`src/rtl/cpu_pkg.sv`:
```
// Shared CPU definitions: fetch FSM state encoding, address width and reset vector.
package cpu_pkg;
   localparam int          ADDR_W           = 32;
   localparam int          INST_W           = 32;
   localparam logic [31:0] RESET_PC_DEFAULT = 32'h0000_0000;

   typedef enum logic [0:0] {
      S_REQ = 1'b0,
      S_OUT = 1'b1
   } fetch_state_t;
endpackage

```
`src/rtl/pc_next_sel.sv`:
```
// Next-PC priority mux: jump beats branch, branch beats the sequential npc.
module pc_next_sel
   import cpu_pkg::*;
#(
   parameter int AW = ADDR_W
) (
   input  logic          jump_en,
   input  logic [AW-1:0] jump_target,
   input  logic          branch_en,
   input  logic [AW-1:0] branch_target,
   input  logic [AW-1:0] npc_in,
   output logic [AW-1:0] next_pc,
   output logic          redirect
);
   always_comb begin
      next_pc  = npc_in;
      redirect = jump_en | branch_en;
      if (jump_en)
         next_pc = jump_target;
      else if (branch_en)
         next_pc = branch_target;
   end
endmodule

```
`src/rtl/pc_fetch_ctrl.sv`:
```
// PC register and instruction-fetch handshake between npc, instruction memory and decode.
//   state | meaning
//   S_REQ | fetch request outstanding (or about to be issued after reset)
//   S_OUT | fetched instruction held for decode until inst_ready
module pc_fetch_ctrl
   import cpu_pkg::*;
#(
   parameter logic [31:0] RESET_PC = RESET_PC_DEFAULT,
   parameter int          AW       = ADDR_W,
   parameter int          DW       = INST_W
) (
   input  logic          clk,
   input  logic          rst,
   output logic [AW-1:0] pc,
   input  logic [AW-1:0] npc_in,
   input  logic          jump_en,
   input  logic [AW-1:0] jump_target,
   input  logic          branch_en,
   input  logic [AW-1:0] branch_target,
   output logic          imem_req,
   output logic [AW-1:0] imem_addr,
   input  logic          imem_ack,
   input  logic [DW-1:0] imem_rdata,
   output logic          inst_valid,
   input  logic          inst_ready,
   output logic [DW-1:0] inst,
   output logic [AW-1:0] inst_pc
);
   fetch_state_t  state;
   logic          kill;
   logic [AW-1:0] next_pc;
   logic          redirect;
   logic [AW-1:0] accept_pc;

   pc_next_sel #(.AW(AW)) u_sel (
      .jump_en       (jump_en),
      .jump_target   (jump_target),
      .branch_en     (branch_en),
      .branch_target (branch_target),
      .npc_in        (npc_in),
      .next_pc       (next_pc),
      .redirect      (redirect)
   );

   // In S_OUT, kill marks that pc already holds a redirect target, so npc_in must not be used.
   assign accept_pc = (redirect || !kill) ? next_pc : pc;

   always_ff @(posedge clk) begin
      if (rst) begin
         state      <= S_REQ;
         pc         <= AW'(RESET_PC);
         kill       <= 1'b0;
         imem_req   <= 1'b0;
         imem_addr  <= AW'(RESET_PC);
         inst_valid <= 1'b0;
         inst       <= '0;
         inst_pc    <= '0;
      end else begin
         unique case (state)
            S_REQ: begin
               if (!imem_req) begin
                  imem_req  <= 1'b1;
                  imem_addr <= redirect ? next_pc : pc;
                  if (redirect) pc <= next_pc;
               end else if (imem_ack) begin
                  if (kill || redirect) begin
                     kill      <= 1'b0;
                     imem_addr <= redirect ? next_pc : pc;
                     if (redirect) pc <= next_pc;
                  end else begin
                     inst       <= imem_rdata;
                     inst_pc    <= imem_addr;
                     inst_valid <= 1'b1;
                     imem_req   <= 1'b0;
                     state      <= S_OUT;
                  end
               end else if (redirect) begin
                  pc   <= next_pc;
                  kill <= 1'b1;
               end
            end
            S_OUT: begin
               if (inst_ready) begin
                  pc         <= accept_pc;
                  imem_addr  <= accept_pc;
                  imem_req   <= 1'b1;
                  inst_valid <= 1'b0;
                  kill       <= 1'b0;
                  state      <= S_REQ;
               end else if (redirect) begin
                  pc   <= next_pc;
                  kill <= 1'b1;
               end
            end
         endcase
      end
   end
endmodule

```
`config.mk`:
```
export PLATFORM = sky130hd
export DESIGN_NAME = pc_fetch_ctrl
export DESIGN_NICKNAME = d
export VERILOG_FILES = /design/src/rtl/cpu_pkg.sv /design/src/rtl/pc_next_sel.sv /design/src/rtl/pc_fetch_ctrl.sv
export SDC_FILE = /design/constraint.sdc
export NUM_CORES = 1
export LEC_CHECK = 0
export ABC_AREA = 0
export CELL_PAD_IN_SITES_DETAIL_PLACEMENT = 1
export CELL_PAD_IN_SITES_GLOBAL_PLACEMENT = 1
export CORE_MARGIN = 3
export CORE_UTILIZATION = 30
export CTS_CLUSTER_SIZE = 20
export DETAILED_ROUTE_END_ITERATION = 7
export GPL_ROUTABILITY_DRIVEN = 0
export GPL_TIMING_DRIVEN = 0
export HOLD_SLACK_MARGIN = 0.12
export PLACE_DENSITY_LB_ADDON = 0.1
export REMOVE_ABC_BUFFERS = 1
export SLEW_MARGIN = 15
export SYNTH_ARGS = -nofsm -noshare
export SYNTH_HDL_FRONTEND = slang
export SYNTH_SLANG_ARGS = --single-unit
```
`constraint.sdc`:
```
create_clock -name clk -period 1.9 [get_ports clk]
set_clock_uncertainty 0.1 [all_clocks]
set_input_delay 0.38 -clock clk [delete_from_list [all_inputs] [get_ports clk]]
set_output_delay 0.38 -clock clk [all_outputs]
set_load 0.02 [all_outputs]
```
==> metrics.cfg <==
[routing]
wirelength_mm=24.0
viasPerCell=4.92
drt_iter0_drc=230
route.detailed.drc=0
ant_nets=0
drtPass1Iterations=4
wl_per_cell_um=18.0
vias=6552

[sta]
final-hold-violation-count=0
slew_headroom=0.621
rsz0062_at_grt=yes
setup_viol=0
finalCritPeriodShare=0.980
fin_crit_ns=1.86
worst_pin_slew_ns=0.566
fmax_mhz=537
finalMaxSlewViolations=0

[cts]
cts.sinks=132
cts_hold_buffers=0
cts.path.max_buffers=2
cts_tree=yes
path_clk_slew_ns=0.07
clock-root-buffer=clkbuf_16
insertion_delay_ns=0.42
htreeDepth=4
cts_buffers=17

[yosys]
synth.yosys.warnings=0
syn_area_per_cell_sq_um=7.94
synth_edf_count=0
yosysMostFrequentCell=nand2_1
synth_seq_area_share=0.417
yosys-top-cells-area=dfxtp_1, a21oi_1, nand2_1
synth_ff_type=dfxtp_1
yosysUniqueCellTypes=26
synth_top_area_share=0.417
synth_top_area_cell=dfxtp_1
async_reset_ff_frac=0
netlist_top_cells_count=nand2_1, a21oi_1, dfxtp_1, nand2b_1, a211oi_1
syn_inst=797
ys_ff_latch=132
synth_area_sq_um=6330

[die]
fp.dieH_um=151
die_x_um=151
start_util=0.309
io_pins=264
dieArea_sq_um=22900
coreArea_sq_um=20500
num_rows=52

[cells_and_area]
drive_above_1_share=0.121
areaGrowthSynthToFinish_pct=61.5
layout.cells.non_filler=1331
nets=1182
final_util=0.499
diodes=0

[run_status]
status=complete, no violations

[worst_setup_path]
cp.arrival_ns=2.10
required_ns=2.14
cp-start-kind=flip-flop
critPathMaxFanout=18
worst-setup-path-type=reg2reg
worst-r2r-setup-slack_ns=0.04
crit_path_end_kind=flip-flop

[hold_path]
min_path_type=in2reg

[global_routing]
grt_pass1_wl_mm=36.1
overflow=0
antenna_found_initial=1
grt_pass1_vias=6545
grt_max_degree=86
track_usage=0.202

[power_and_ir_drop]
p_leak_nw=4.17
finalPower_w=0.00812
power_density_nw_per_um2=794
ir_worst_vdd_mv=0.566

[flow_run]
max-cap-violations=0

[placement]
dpl.hpwl_mm=16.2
port_buffers=263
dp_cells=1282

[path summary, 6_finish.rpt]
kind,cells past startpoint,startpoint,end
max reg2reg,6,kill,imem_addr[8]
min,2,rst,inst_pc[0]
min reg2reg,2,inst_pc[9],inst_pc[9]
max,6,kill,imem_addr[8]
[metrics by stage]
stage	hold WS (ns)	cell area, sq um	setup TNS, ns	setup slack [ns]
final	0.235	10200	0	0.0375
after global routing	0.248	10200	-0.0105	-0.00541
after CTS	0.243	10100	0	0.0000566
after detailed placement	0.346	9390	-66.41	-0.898
after global placement	0.341	8970	-774.55	-7.75
after floorplan	0.345	6000	-220.11	-2.15
[routing by layer]
metal	track usage	wire (um)	share of wire	up-vias
met4	0.0657	344	0.014	2
met2	0.327	11100	0.46	211
li1	-	-	-	3254
met1	0.257	10600	0.44	3055
met5	0	16	0.00067	-
met3	0.0613	1940	0.081	30
[worst max-delay path, cell delays in order (launching register included)]
cell	delay (ns)
dfxtp_4	0.39
nor3b_4	0.17
buf_4	0.19
nor2b_4	0.33
buf_12	0.24
a221oi_1	0.11
a211oi_2	0.23
[power by group]
| group | total (W) | switching (W) | internal [W] |
|---|---|---|---|
| clock network | 0.00350 | 0.00132 | 0.00218 |
| logic | 0.00156 | 0.000796 | 0.000766 |
| registers | 0.00305 | 0.000135 | 0.00292 |
| total | 0.00812 | 0.00225 | 0.00587 |
[kinds of logic (layout without fill, tap and decap cells)]
family                 after synthesis  after routing  share of synthesized area
and+or+nand+nor                    324            324                      0.231
muxes                                8              8                     0.0126
DFF                                132            132                      0.417
AOI/OAI and AO/OA                  263            263                      0.286
buffers and inverters               70            334                     0.0522
[final cells by class]
class / count / area (sq um)
Clock buffer: 22 / 474
Clock inverter: 10 / 146
Fill cell: 2418 / 10300
Inverter: 1 / 3.75
Multi-Input combinational cell: 595 / 3430
Sequential cell: 132 / 2650
Tap cell: 270 / 338
Timing Repair Buffer: 301 / 3180
[layout by cell type, fill, tap and decap left out, drive strengths merged]
cell and instances:
a211oi 60, a21boi 2, a21o 3, a21oi 160, a221oi 25, and2 1
and3 1, buf 39, bufbuf 1, bufinv 3, clkbuf 23, clkdlybuf4s50 184
clkinv 4, clkinvlp 1, dfxtp 132, dlygate4sd2 57, dlymetal6s2s 19, inv 3
mux2i 8, nand2 197, nand2b 57, nand4 1, nor2 35, nor2b 30
nor3b 1, nor4 1, o21a 2, o21ai 10, o31ai 1
[repair_timing]
action	in CTS	in global routing
buffers inserted	9	7
cloned	1	1
endpoints found under the setup margin	187	78
resized for setup	72	24
pin swaps	3	2
[registers in the layout, indices dropped and copies added, names as in the netlist]
register    flops
inst_pc        32
imem_req        1
inst_valid      1
kill            1
pc             32
inst           32
state           1
imem_addr      32
Power figures use the tool's default switching activity.
